**config.mk**
```make
export PLATFORM = sky130hd
export DESIGN_NAME = rx_tick_gen
export DESIGN_NICKNAME = d
export VERILOG_FILES = /design/src/rtl/uart_pkg.sv /design/src/rtl/sync_edge.sv /design/src/rtl/rx_tick_gen.sv
export SDC_FILE = /design/constraint.sdc
export NUM_CORES = 1
export LEC_CHECK = 0
export ABC_CLOCK_PERIOD_IN_PS = 3110
export BUFFER_PORTS_ARGS = -buffer_cell sky130_fd_sc_hd__buf_4
export CAP_MARGIN = 20
export CORE_MARGIN = 2
export CORE_UTILIZATION = 50
export CTS_CLUSTER_SIZE = 24
export DETAILED_ROUTE_END_ITERATION = 6
export GPL_TIMING_DRIVEN = 0
export PLACE_DENSITY_LB_ADDON = 0.25
export REMOVE_ABC_BUFFERS = 1
export SLEW_MARGIN = 20
export SYNTH_ARGS = -nofsm -noshare
export SYNTH_HDL_FRONTEND = slang
export SYNTH_SLANG_ARGS = --single-unit
```
**constraint.sdc**
```tcl
create_clock -name clk -period 3.11 [get_ports clk]
set_input_delay 0.1555 -clock clk [delete_from_list [all_inputs] [get_ports clk]]
set_output_delay 0.1555 -clock clk [all_outputs]
set_load 0.01 [all_outputs]
```
**src/rtl/uart_pkg.sv**
```systemverilog
// Shared UART definitions: receiver FSM encoding and the baud divider calculation.
package uart_pkg;

  typedef enum logic [1:0] {
    ST_IDLE  = 2'd0,
    ST_START = 2'd1,
    ST_DATA  = 2'd2
  } rx_state_t;

  // Clock cycles per oversample tick, rounded to the nearest integer.
  function automatic int div_calc(input int clk_freq_hz, input int baud_rate,
                                  input int oversample);
    int tick_rate;
    tick_rate = baud_rate * oversample;
    return (clk_freq_hz + tick_rate / 2) / tick_rate;
  endfunction

endpackage

```
**src/rtl/sync_edge.sv**
```systemverilog
// Two-flop synchroniser for an asynchronous input plus a falling-edge detector.
module sync_edge #(
  parameter logic RESET_VAL = 1'b1
) (
  input  logic clk,
  input  logic reset,
  input  logic d,
  output logic q,
  output logic fall
);

  logic meta;
  logic prev;

  // Metastability stages and the previous-value flop, all preset to the idle level.
  always_ff @(posedge clk or posedge reset) begin
    if (reset) begin
      meta <= RESET_VAL;
      q    <= RESET_VAL;
      prev <= RESET_VAL;
    end else begin
      meta <= d;
      q    <= meta;
      prev <= q;
    end
  end

  assign fall = prev & ~q;

endmodule

```
**src/rtl/rx_tick_gen.sv**
```systemverilog
// UART receive timing: start-bit detection and validation, and the oversample,
// first-data-bit and per-bit sampling strobes consumed by the receiver.
module rx_tick_gen
  import uart_pkg::*;
#(
  parameter int DATA_SIZE   = 7,
  parameter int CLK_FREQ_HZ = 50_000_000,
  parameter int BAUD_RATE   = 9600,
  parameter int OVERSAMPLE  = 16
) (
  input  logic clk,
  input  logic reset,
  input  logic receive_line,
  output logic sample_tick,
  output logic bit_tick_one_and_half,
  output logic bit_tick,
  output logic rx_sync,
  output logic busy,
  output logic glitch
);

  localparam int DIV     = div_calc(CLK_FREQ_HZ, BAUD_RATE, OVERSAMPLE);
  localparam int PRESC_W = (DIV > 2) ? $clog2(DIV) : 1;
  localparam int SCNT_W  = $clog2(OVERSAMPLE * (DATA_SIZE + 2));
  localparam int HALF_I  = OVERSAMPLE / 2;

  localparam logic [PRESC_W-1:0] PRESC_MAX  = PRESC_W'(DIV - 1);
  localparam logic [SCNT_W-1:0]  MID_TICK   = SCNT_W'(HALF_I);
  localparam logic [SCNT_W-1:0]  FIRST_TICK = SCNT_W'(3 * HALF_I);
  localparam logic [SCNT_W-1:0]  STOP_TICK  = SCNT_W'(3 * HALF_I + DATA_SIZE * OVERSAMPLE);

  if (DIV < 2) begin : g_div_check
    $error("rx_tick_gen: clock too slow for BAUD_RATE*OVERSAMPLE (DIV < 2)");
  end
  if ((OVERSAMPLE < 4) || (OVERSAMPLE % 2 != 0)) begin : g_os_check
    $error("rx_tick_gen: OVERSAMPLE must be even and at least 4");
  end

  rx_state_t          state, state_nxt;
  logic [PRESC_W-1:0] presc, presc_nxt;
  logic [SCNT_W-1:0]  scnt, scnt_nxt;
  logic               fall;
  logic               start_entry;
  logic               tick_nxt;
  logic               boh_nxt;
  logic               bit_nxt;
  logic               glitch_nxt;

  // Sampling points of data bits 1..DATA_SIZE-1 and the stop bit.
  function automatic logic is_bit_point(input logic [SCNT_W-1:0] n);
    logic hit;
    hit = 1'b0;
    for (int k = 1; k <= DATA_SIZE; k++) begin
      if (n == SCNT_W'(3 * HALF_I + k * OVERSAMPLE)) hit = 1'b1;
    end
    return hit;
  endfunction

  sync_edge #(
    .RESET_VAL(1'b1)
  ) u_sync (
    .clk  (clk),
    .reset(reset),
    .d    (receive_line),
    .q    (rx_sync),
    .fall (fall)
  );

  // Frame FSM: transitions happen at the end of the tick cycle that decides them.
  always_comb begin
    state_nxt = state;
    unique case (state)
      ST_IDLE:  if (fall) state_nxt = ST_START;
      ST_START: begin
        if (sample_tick && (scnt == MID_TICK) && glitch) state_nxt = ST_IDLE;
        else if (sample_tick && (scnt == FIRST_TICK))    state_nxt = ST_DATA;
      end
      ST_DATA:  if (sample_tick && (scnt == STOP_TICK)) state_nxt = ST_IDLE;
      default:  state_nxt = ST_IDLE;
    endcase
  end

  // Next-cycle view of the counters; strobes are decided one cycle early so they
  // can leave the block straight from flops, aligned with their sample_tick.
  always_comb begin
    start_entry = (state == ST_IDLE) && fall;
    presc_nxt   = '0;
    if (!start_entry && (presc != PRESC_MAX)) presc_nxt = presc + PRESC_W'(1);
    tick_nxt = (presc_nxt == PRESC_MAX);
    scnt_nxt = scnt;
    if (start_entry)                                scnt_nxt = '0;
    else if ((state_nxt != ST_IDLE) && tick_nxt)    scnt_nxt = scnt + SCNT_W'(1);
    boh_nxt    = (state_nxt == ST_START) && tick_nxt && (scnt_nxt == FIRST_TICK);
    glitch_nxt = (state_nxt == ST_START) && tick_nxt && (scnt_nxt == MID_TICK) && rx_sync;
    bit_nxt    = (state_nxt == ST_DATA) && tick_nxt && is_bit_point(scnt_nxt);
  end

  // State, counters and registered outputs.
  always_ff @(posedge clk or posedge reset) begin
    if (reset) begin
      state                 <= ST_IDLE;
      presc                 <= '0;
      scnt                  <= '0;
      sample_tick           <= 1'b0;
      bit_tick_one_and_half <= 1'b0;
      bit_tick              <= 1'b0;
      busy                  <= 1'b0;
      glitch                <= 1'b0;
    end else begin
      state                 <= state_nxt;
      presc                 <= presc_nxt;
      scnt                  <= scnt_nxt;
      sample_tick           <= tick_nxt;
      bit_tick_one_and_half <= boh_nxt;
      bit_tick              <= bit_nxt;
      busy                  <= (state_nxt != ST_IDLE);
      glitch                <= glitch_nxt;
    end
  end

endmodule
```
==> results.md, run 1 <==
* Outcome: complete, no violations
* Worst path required time at 3370 ps
* Startpoint Class: flip-flop
* HPWL Detailed at between 2000 and 2500 um
* Top_reg_cell synth: dfrtp_1
* Dpl cell area at between 0.0015 and 0.002 mm2
* CP Max Fanout at 7
* Post-layout min period at ~2700 ps
* Total GRT Usage at a little under a fifth
* Starting DRT DRC Count at 85
* P&R area growth vs syn at 9.60%
* Setup TNS at 0 ps
* Reg clk slew, reported paths at approximately 150 ps
* Fill cells at between 200 and 300
* First-pass GRT wire length at 4910 um
* Critical path class: reg -> reg
* RSZ-0062 raised after global routing: no
* Worst slew margin at 44.2%
* H-tree depth at 1
* 1st-pass router iterations at 4
* Hold path depth at 0
* Syn Inst Count at 154
* Finished Cell Area at 0.00173 mm2
* Post-CTS Setup Repair Bufs at 0
* Largest net degree at the start of global routing at 28
* Die span in x at around 60 um
* Largest cells by area after synthesis: dfrtp_1 38%, dfstp_2 5.0%, xor2_1 5.0%
* CTS sink count at 27
* R2R depth at 8
* Die area at between 0.003 and 0.004 mm2
* Post-synthesis average cell area at around 10 um2
* Hold Path End: u_sync.q$_DFF_PP1_
* I/O pins at 9
* Initial Util at between 50% and 60%
* Final hold viol count at 0
* Min-delay src: u_sync.meta$_DFF_PP1_
* Synth Cell Area at roughly 0.0016 mm2
* FP Rows at 20
* CTS tree: built
* Total power draw at between 700 and 800 uW
* Leakage at about 0.00076 uW
* Pwr Density at approximately 460 mW/mm2
* Layout cells sized above 1 at ~20%
* Max-slew violations at 0
* R2R Path End: glitch$_DFF_PP0_
* CP cell instances: ha_1, nand4_1, nor3_2, o211ai_4, nor4b_1, mux2i_1, inv_1, nor4b_2
* CP Data Arrival Time at approximately 3000 ps
* CTS Buf Count at 3
* Hold Crit Class: reg -> reg
* Vias per inst at 5.41
* Core area at about 0.0030 mm2
* Initial antenna violation count at 0
* Ant diodes at 0
* IO buf count at 8
* Total wire length at approximately 3000 um
* Vias after detailed routing at approximately 1100
* Reg2Reg Launch Point: presc[0]$_DFF_PP0_
* CP max-delay cell: dfrtp_1
* Worst R2R Setup Slack at a little under 400 ps
* Max-cap viol count at 0
* Clk_skew at 12.5 ps
* Setup-failing EPs final at 0
* Largest stage delay on the critical path at approximately 530 ps
* Grt total ovfl at 0
* Worst-Margin Slew at between 800 and 900 ps
* Top-area cell type share of the netlist area at 38.1%
* Crit end category: flip-flop
* Drt drc at 0
* Worst skew pair latency at 340 ps
* Flops & latches, synth at 27
* CTS max path bufs at 2
* Ys async rst share at between 90% and 100%
* Post-synth EDFFs at 0
* Final period util at approximately 87%
* Sequential-to-total area share from yosys stat at between 40% and 50%
* Max Fclk at ~0.37 GHz
* Layout Nets at 172
* Vias in the first global route at 1112
* Synthesis warning total at 0
* Die Ht at approximately 60 um
* Yosys cell types at 51
* Leading area contributor after synthesis: dfrtp_1
* WL/cell at 14.3 um
* Post-route ant nets at 0
* VDD IR-drop max at around 320 uV
* CTS Root Cell: clkbuf_4
* GP Congestion at 0.777
Yosys cell counts (3+ instances only):
library cell,number
xnor2_1,7
nor2_1,20
nor4b_2,3
nand2_1,11
mux2i_1,3
and3_1,5
ha_1,4
dfstp_2,3
nand3_1,6
dfrtp_1,24
inv_1,8
nand4_1,3
xor2_1,9
cell families (layout without fill, tap and decap cells):
logic type,after synthesis,count (layout),synth area share (%)
compound gates,20,20,11.9
xor+xnor,16,16,8.88
fa+ha+maj,4,4,3.17
buf+inv,12,22,3.17
flops,27,27,43.1
mux,3,3,1.90
simple gates,72,72,27.9
critical path, delay by kind of cell, from the launching register on:
family | cells | cell delay, ps
AOI/OAI and AO/OA | 1 | 140
adders and majority gates | 1 | 290
buffers and inverters | 1 | 110
DFF | 1 | 530
muxes | 1 | 350
and+or+nand+nor | 4 | 1220
metal layers:
metal	vias to the layer above	GRT usage, %	part of all wire [%]
li1	568	-	-
met1	549	22.6	46
met2	5	31.7	52
met3	4	3.90	1.4
met4	0	4.76	1.3
met5	-	0	0
registers in the layout, indices dropped and copies added, names as in the netlist:
signal and flops:
state 2, busy 1, presc 9, u_sync.meta 1, sample_tick 1, glitch 1
bit_tick_one_and_half 1, u_sync.prev 1, u_sync.q 1, bit_tick 1, scnt 8
metrics by stage:
step / setup slack [ps] / utilization [%] / hold WS, ps / cells
3_3_place_gp: 340 / 55.2 / 264 / 202
2_1_floorplan: 725 / - / 160 / 150
6_report: 394 / 57.1 / 352 / 208
4_1_cts: 415 / 56.8 / 72.9 / 207
5_1_grt: 179 / 57.1 / 382 / 208
3_5_place_dp: 461 / 55.5 / 265 / 202
worst max-delay path by stage:
stage,cells after the start,end,startpoint,slack (ps)
floorplan,8,glitch$_DFF_PP0_,presc[0]$_DFF_PP0_,720
global placement,7,glitch$_DFF_PP0_,state[0]$_DFF_PP0_,340
detailed placement,8,glitch$_DFF_PP0_,presc[0]$_DFF_PP0_,460
global route,9,glitch$_DFF_PP0_,scnt[0]$_DFF_PP0_,180
finish,8,glitch$_DFF_PP0_,presc[0]$_DFF_PP0_,390
CTS,8,glitch$_DFF_PP0_,presc[0]$_DFF_PP0_,420
repair_timing:
| action | CTS | global route |
|---|---|---|
| hold endpoints to repair | 1 | 24 |
| hold buffers | 1 | 1 |
| gates resized for setup | 0 | 0 |
| setup endpoints to repair | 0 | 0 |
layout make-up:
type	instances	area (um2)	share of cell area, %
clock buffers	3	22.5	1.30
clock inverters	1	5.00	0.289
inverters	8	30.0	1.74
multi-input cells	115	857	49.6
flip-flops and latches	27	679	39.3
well taps	44	55.1	3.18
repair buffers	10	80.1	4.63
layout by cell type (no fill, tap or decap), drive strengths merged, types with 2 or more instances in the layout:
| master | synthesis | layout |
|---|---|---|
| o211ai | 2 | 2 |
| nor3b | 2 | 2 |
| mux2i | 3 | 3 |
| nor2b | 2 | 2 |
| o21ai | 3 | 3 |
| and4 | 2 | 2 |
| xor2 | 9 | 9 |
| nor3 | 2 | 2 |
| inv | 8 | 8 |
| nor4b | 5 | 5 |
| clkbuf | 2 | 3 |
| nand3 | 6 | 6 |
| and3 | 6 | 6 |
| nor2 | 21 | 21 |
| or2 | 2 | 2 |
| nand2b | 2 | 2 |
| ha | 4 | 4 |
| or3b | 2 | 2 |
| buf | 2 | 8 |
| or4 | 2 | 2 |
| xnor2 | 7 | 7 |
| dfstp | 3 | 3 |
| dlygate4sd3 | 0 | 2 |
| a21oi | 3 | 3 |
| dfrtp | 24 | 24 |
| nand4 | 3 | 3 |
| nand2 | 11 | 11 |
| o31ai | 2 | 2 |
power by group:
group          internal [uW]  switching (uW)
registers                399            64.5
clock network           48.4             108
logic                   81.3            94.6
total                    529             267
Note: power is estimated with default switching activity, not from simulation.
==> inputs of run 2 (changes only) <==
--- a/config.mk
+++ b/config.mk
@@ -5,7 +5,7 @@
 export SDC_FILE = /design/constraint.sdc
 export NUM_CORES = 1
 export LEC_CHECK = 0
-export ABC_CLOCK_PERIOD_IN_PS = 3110
+export ABC_CLOCK_PERIOD_IN_PS = 2650
 export BUFFER_PORTS_ARGS = -buffer_cell sky130_fd_sc_hd__buf_4
 export CAP_MARGIN = 20
 export CORE_MARGIN = 2
@@ -18,4 +18,5 @@
 export SLEW_MARGIN = 20
 export SYNTH_ARGS = -nofsm -noshare
 export SYNTH_HDL_FRONTEND = slang
+export SYNTH_HIERARCHICAL = 1
 export SYNTH_SLANG_ARGS = --single-unit
==> constraint.sdc (replaced) <==
create_clock -name clk -period 2.65 [get_ports clk]
set_input_delay 0.1325 -clock clk [delete_from_list [all_inputs] [get_ports clk]]
set_output_delay 0.1325 -clock clk [all_outputs]
set_load 0.01 [all_outputs]
==> run 2 against run 1 <==
  * Routed wire length is 1.0% higher
  * Total power is 13% higher
  * Final cell count is 0.96% lower
  * Synthesized area is 1.0% lower
  * Critical path depth is 3 higher
  * Register-to-register slack worse by 280 ps
  * Clock skew is 3.2 ps higher
  * Utilization is 2.4 points higher
  * Hold slack better by 20 ps
  * Count of clock-buffer cells in the layout stayed put
  * Largest power group unchanged
==> results.md, run 2 <==
* Worst Setup SP: scnt[0]$_DFF_PP0_
* Initial antenna violation count at 0
* Die area at approximately 0.0036 mm2
* Startpoint Class: flip-flop
* First-pass GRT wire length at ~5000 um
* Max-cap viol count at 0
* Die span in x at roughly 60 um
* Xor and xnor fraction of the mapped netlist area at 9.94%
* Flops & latches, synth at 27
* Die Ht at approximately 60 um
* Critical path class: reg -> reg
* Cell with the most instances after synthesis: dfrtp_1
* Layout cells sized above 1 at 26.0%
* Largest register FFs at 9
* Hold path depth at 0
* Hold Crit Class: reg -> reg
* WL/cell at 14.5 um
* Final period util at 95.7%
* Reg clk slew, reported paths at 150 ps
* CP Data Arrival Time at ~2800 ps
* Drt drc at 0
* CP max-delay cell: dfrtp_1
* Min-delay src: u_sync/meta$_DFF_PP1_
* Layout Nets at 181
* R2R depth at 11
* Yosys cell types at between 40 and 50
* Clk_skew at approximately 16 ps
* FP Rows at 20
* Post-route ant nets at 0
* Total GRT Usage at between 10% and 20%
* Sequential-to-total area share from yosys stat at a little over two fifths
* Synthesis warning total at 6
* Vias in the first global route at 1093
* Worst slew margin at approximately 41%
* CTS tree: built
* CTS max path bufs at 2
* Largest regs: presc: 9 flops, scnt: 8 flops, state: 2 flops
* GP Congestion at between 0.7 and 0.8
* Post-synth EDFFs at 0
* Reg2Reg Launch Point: scnt[0]$_DFF_PP0_
* Post-synthesis mux area share at 0%
* CTS Buf Count at 3
* IO buf count at 8
* Syn Inst Count at 154
* Pwr Density at roughly 500 mW/mm2
* CTS sink count at 27
* Initial Util at 52.0%
* CP Max Fanout at 6
* Worst path required time at roughly 2900 ps
* 1st-pass router iterations at 4
* Leading area contributor after synthesis: dfrtp_1
* Top cell family by delay on the critical path: simple AND/OR/NAND/NOR gates
* Final hold viol count at 0
* Total wire length at 3000 um
* Leading cell type in the layout, fill and taps excluded: dfrtp_1
* Vias per inst at 5.38
* Vias after detailed routing at roughly 1100
* Largest cells by area after synthesis: dfrtp_1 38%, nor2_1 5.3%, dfstp_2 5.0%
* VDD IR-drop max at around 250 uV
* Max-slew violations at 0
* Final core occ at 59.5%
* Most flop-heavy register: presc
* Dpl cell area at between 0.0015 and 0.002 mm2
* H-tree depth at 1
* Gr busiest metal: met2
* Worst skew pair latency at roughly 340 ps
* Post-synthesis average cell area at between 10 and 15 um2
* Min Hold Slack at about 370 ps
* Commonest non-fill, non-tap cells in the layout: 23 x dfrtp_1, 22 x nor2_1, 16 x buf_4
* Finished Cell Area at ~0.0018 mm2
* HPWL Detailed at about 2100 um
* I/O pins at 9
* Most frequent CP cell: nand4b_1
* Grt total ovfl at 0
* Top-area cell type share of the netlist area at 38.5%
* Seq. cell area at between 600 and 700 um2
* Fill cells at 260
* Core area at 0.00300 mm2
* Post-synthesis simple-gate area fraction at between 20% and 30%
* Largest family of logic cells by synthesized area: simple AND/OR/NAND/NOR gates
* M1 GR Usage at 25.7%
* Synth Area in Adders at about 3.2%
* Leakage at 0.000785 uW
* Crit end category: flip-flop
* Worst R2R Setup Slack at about 110 ps
* Starting DRT DRC Count at between 40 and 50
* Largest net degree at the start of global routing at 25
* GRT met3 Usage at roughly 5.2%
* Ant diodes at 0
* Post-layout min period at 2540 ps
* Commonest cells post-synth: 24 x dfrtp_1, 22 x nor2_1, 14 x nand2_1
* Top_reg_cell synth: dfrtp_1
* Post-synthesis compound-gate area fraction at 9.78%
* Largest stage delay on the critical path at approximately 450 ps
* Multi-input gate area at ~840 um2
* Outcome: complete, no violations
* CTS Root Cell: clkbuf_4
* Max Fclk at a little under 0.4 GHz
* WP buf/inv at 2
* Met2 Use GR at ~30%
* Worst-Margin Slew at 886 ps
* Synth Cell Area at approximately 0.0016 mm2
* Setup-failing EPs final at 0
* Ys async rst share at 100%
* Worst path depth at 11
* CP cell instances: inv_1, ha_1, nand4b_1, nor3_4, nor2_1, a211oi_4, buf_6, nand2_1, xor2_1, nand4b_1, nor3_1
* P&R area growth vs syn at 14.3%
run 2: power by group:
part / internal, uW / switching (uW) / leakage [uW]
logic: 84.7 / 93.4 / 0.000430
clock network: 57.9 / 124 / 0.0000139
registers: 467 / 72.1 / 0.000341
run 2: timing repair:
action	4_1_cts	5_1_grt
endpoints found under the hold margin	4	0
endpoints found under the setup margin	10	4
hold buffers	2	0
pin swaps	1	3
gates cloned	0	0
gates resized for setup	2	4
buffers inserted	4	5
run 2: logic make-up after synthesis:
group	Yosys count
flip-flops	27
buffers and inverters	14
XOR/XNOR	16
AND/OR/NAND/NOR	74
adder cells (fa/ha/maj)	4
AO/OA/AOI/OAI	19
run 2: per-stage QoR:
stage,power (uW),TNS (ps),std cells,setup slack (ps)
2_1_floorplan,678,0,150,5.93
3_3_place_gp,714,-1380,191,-415
3_5_place_dp,724,-1830,191,-479
4_1_cts,915,0,201,15.6
5_1_grt,965,-204,206,-98.5
6_report,899,0,206,114
run 2: area by class of cell:
class | count | share of cell area, %
flip-flops and latches | 27 | 38.1
clock inverters | 1 | 0.420
multi-input cells | 113 | 47.3
clock buffers | 3 | 1.26
repair buffers | 19 | 8.48
inverters | 10 | 2.10
well taps | 33 | 2.31
run 2: final timing paths:
kind | endpoint
worst max-delay path | bit_tick_one_and_half$_DFF_PP0_
worst min-delay path | u_sync/q$_DFF_PP1_
worst max register to register | bit_tick_one_and_half$_DFF_PP0_
worst min register to register | u_sync/q$_DFF_PP1_
max in group asynchronous | presc[0]$_DFF_PP0_
min in group asynchronous | u_sync/prev$_DFF_PP1_
run 2: routing by layer:
layer | vias up | part of all wire (%) | routed length [um]
li1 | 557 | - | -
met1 | 538 | 48 | 1450
met2 | 12 | 48 | 1450
met3 | 2 | 2.7 | 80
met4 | 0 | 0.63 | 19
met5 | - | 0 | 0
run 2: worst reg2reg max path, delay by kind of cell (launching register included):
| kind | cells | cell delay, ps |
|---|---|---|
| AND/OR/NAND/NOR | 6 | 1080 |
| flip-flops | 1 | 450 |
| buffers and inverters | 2 | 280 |
| AO/OA/AOI/OAI | 1 | 280 |
| XOR/XNOR | 1 | 230 |
| adder cells (fa/ha/maj) | 1 | 150 |
==> inputs of run 3 (changes only) <==
--- a/config.mk
+++ b/config.mk
@@ -5,7 +5,7 @@
 export SDC_FILE = /design/constraint.sdc
 export NUM_CORES = 1
 export LEC_CHECK = 0
-export ABC_CLOCK_PERIOD_IN_PS = 2650
+export ABC_CLOCK_PERIOD_IN_PS = 3200
 export BUFFER_PORTS_ARGS = -buffer_cell sky130_fd_sc_hd__buf_4
 export CAP_MARGIN = 20
 export CORE_MARGIN = 2
@@ -15,7 +15,7 @@
 export GPL_TIMING_DRIVEN = 0
 export PLACE_DENSITY_LB_ADDON = 0.25
 export REMOVE_ABC_BUFFERS = 1
-export SLEW_MARGIN = 20
+export SLEW_MARGIN = 40
 export SYNTH_ARGS = -nofsm -noshare
 export SYNTH_HDL_FRONTEND = slang
 export SYNTH_HIERARCHICAL = 1
==> constraint.sdc (replaced) <==
create_clock -name clk -period 3.2 [get_ports clk]
set_input_delay 0.16 -clock clk [delete_from_list [all_inputs] [get_ports clk]]
set_output_delay 0.16 -clock clk [all_outputs]
set_load 0.01 [all_outputs]
==> run 3 against run 2 <==
  * Register-to-register slack improved by 130 ps
  * Hold slack is essentially flat
  * Final cell count is 4.4% lower
  * Setup slack improved by 130 ps
  * Die area unchanged
  * Critical path type unchanged
  * Critical endpoint is now glitch$_DFF_PP0_
  * Largest power group unchanged
==> results.md, run 3 (same netlist as run 2, synthesis figures left out) <==
* Outcome: complete, no violations
* Commonest non-fill, non-tap cells in the layout: 24 x dfrtp_1, 22 x nor2_1, 14 x nand2_1
* CP Data Arrival Time at 3250 ps
* Die span in x at 59.9 um
* H-tree depth at 1
* Layout Nets at between 150 and 200
* IO buf count at 8
* 1st-pass router iterations at 4
* I/O pins at 9
* Hold Crit Class: reg -> reg
* Final period util at 92.4%
* VDD IR-drop max at around 170 uV
* Leakage at between 0.0007 and 0.0008 uW
* Initial antenna violation count at 0
* Critical path class: reg -> reg
* CTS sink count at 27
* Total wire length at between 2000 and 3000 um
* Finished Cell Area at ~0.0017 mm2
* RSZ-0062 raised after global routing: no
* Leading cell type in the layout, fill and taps excluded: dfrtp_1
* Largest stage delay on the critical path at a little over 600 ps
* Largest net degree at the start of global routing at 25
* Vias per inst at ~5.6
* Max-cap viol count at 0
* Starting DRT DRC Count at 44
* Grt total ovfl at 0
* Logic pwr share at about a fifth
* P&R area growth vs syn at 8.33%
* CTS tree: built
* Final non-filler cell total at between 150 and 200
* Sequential Power Share at between 50% and 60%
* Fill cells at between 200 and 300
* Post-CTS Resized at 0
* Setup TNS at 0 ps
* WL/cell at approximately 15 um
* Post-Place Cells at 191
* Power share of the clock group at about a fifth
* CP max-delay cell: a211oi_4
* Die Ht at 59.9 um
* Max-slew violations at 0
* Clk_skew at about 4.4 ps
* Pwr Density at 447 mW/mm2
* Sw Share at 33.2%
* Vias after detailed routing at between 1000 and 1500
* Internal Dissipation at ~500 uW
* Switching power at between 200 and 300 uW
* Most flop-heavy register: presc
* Startpoint Class: flip-flop
* Worst slew margin at approximately 51%
* Worst-Margin Slew at about 740 ps
* Layout cells sized above 1 at between 20% and 30%
* Post-layout min period at roughly 3000 ps
* HPWL Detailed at 2100 um
* Seq. cell area at 679 um2
* Drt drc at 0
* Crit end category: flip-flop
* Final core occ at between 50% and 60%
* CTS max path bufs at 2
* Worst path required time at 3490 ps
* GP Congestion at 0.791
* Initial Util at 52.0%
* Largest register FFs at 9
* Max Fclk at roughly 0.34 GHz
* Core area at 0.00300 mm2
* Total GRT Usage at about a fifth
* Multi-input gate area at approximately 820 um2
* Reg clk slew, reported paths at 160 ps
* Final hold viol count at 0
* FP Rows at 20
* Worst skew pair latency at 350 ps
* Total power draw at about 760 uW
* CTS Buf Count at 3
* Die area at roughly 0.0036 mm2
* Largest regs: presc: 9 flops, scnt: 8 flops, state: 2 flops
* Ant diodes at 0
* Dpl cell area at roughly 0.0016 mm2
* First-pass GRT wire length at 4970 um
* CP cell instances: inv_1, ha_1, nand4b_1, nor3_2, nor2_1, a211oi_4, nand3_1, xor2_1, a31oi_1, nor3b_2
* CTS Root Cell: clkbuf_4
* Post-route ant nets at 0
* Vias in the first global route at about 1100
* Setup-failing EPs final at 0
* CP Max Fanout at 12
[run 3: timing repair]
item,4_1_cts,5_1_grt
buffers inserted,0,0
hold buffers,2,0
endpoints found under the hold margin,28,0
[run 3: final cells by class]
type	count	area share (%)
Sequential cell	27	40.2
Inverter	10	2.22
Tap cell	33	2.44
Clock inverter	1	0.444
Clock buffer	3	1.33
Timing Repair Buffer	10	4.73
Multi-Input combinational cell	113	48.7
[run 3: power groups by stage]
stage / Clock, uW / Sequential, uW / Combinational (uW)
5_1_grt: 178 / 454 / 174
3_3_place_gp: 0 / 450 / 142
2_1_floorplan: 0 / 440 / 122
6_report: 161 / 446 / 149
4_1_cts: 165 / 446 / 151
3_5_place_dp: 0 / 451 / 150
[run 3: per-stage QoR]
stage                     hold WS [ps]  setup slack [ps]
final                              372               243
after global routing               379              35.3
after CTS                          374               259
after detailed placement           232               272
after global placement             221               135
after floorplan                   93.3               556
[run 3: per-layer routing]
metal  GRT usage, %  vias to the layer above  wire, um
met2           31.2                       17      1380
met3           2.60                        5        70
met1           25.0                      534      1420
met4           8.57                        0        57
met5              0                        -         0
li1               -                      540         -
[run 3: path summary, 6_finish.rpt]
check / startpoint / to / slack (ps) / cells after the start
min reg2reg: u_sync/meta$_DFF_PP1_ / u_sync/q$_DFF_PP1_ / 370 / 0
min in group asynchronous: reset / presc[3]$_DFF_PP0_ / 400 / 3
max: scnt[0]$_DFF_PP0_ / glitch$_DFF_PP0_ / 240 / 10
max in group asynchronous: reset / scnt[0]$_DFF_PP0_ / 2470 / 3
min: u_sync/meta$_DFF_PP1_ / u_sync/q$_DFF_PP1_ / 370 / 0
max reg2reg: scnt[0]$_DFF_PP0_ / glitch$_DFF_PP0_ / 240 / 10
[run 3: worst max-delay path: cells and delay by family, from the launching register on]
kind / cells / cell delay [ps]
compound gates: 2 / 780
xor+xnor: 1 / 410
fa+ha+maj: 1 / 150
buf+inv: 1 / 110
flops: 1 / 450
simple gates: 5 / 990
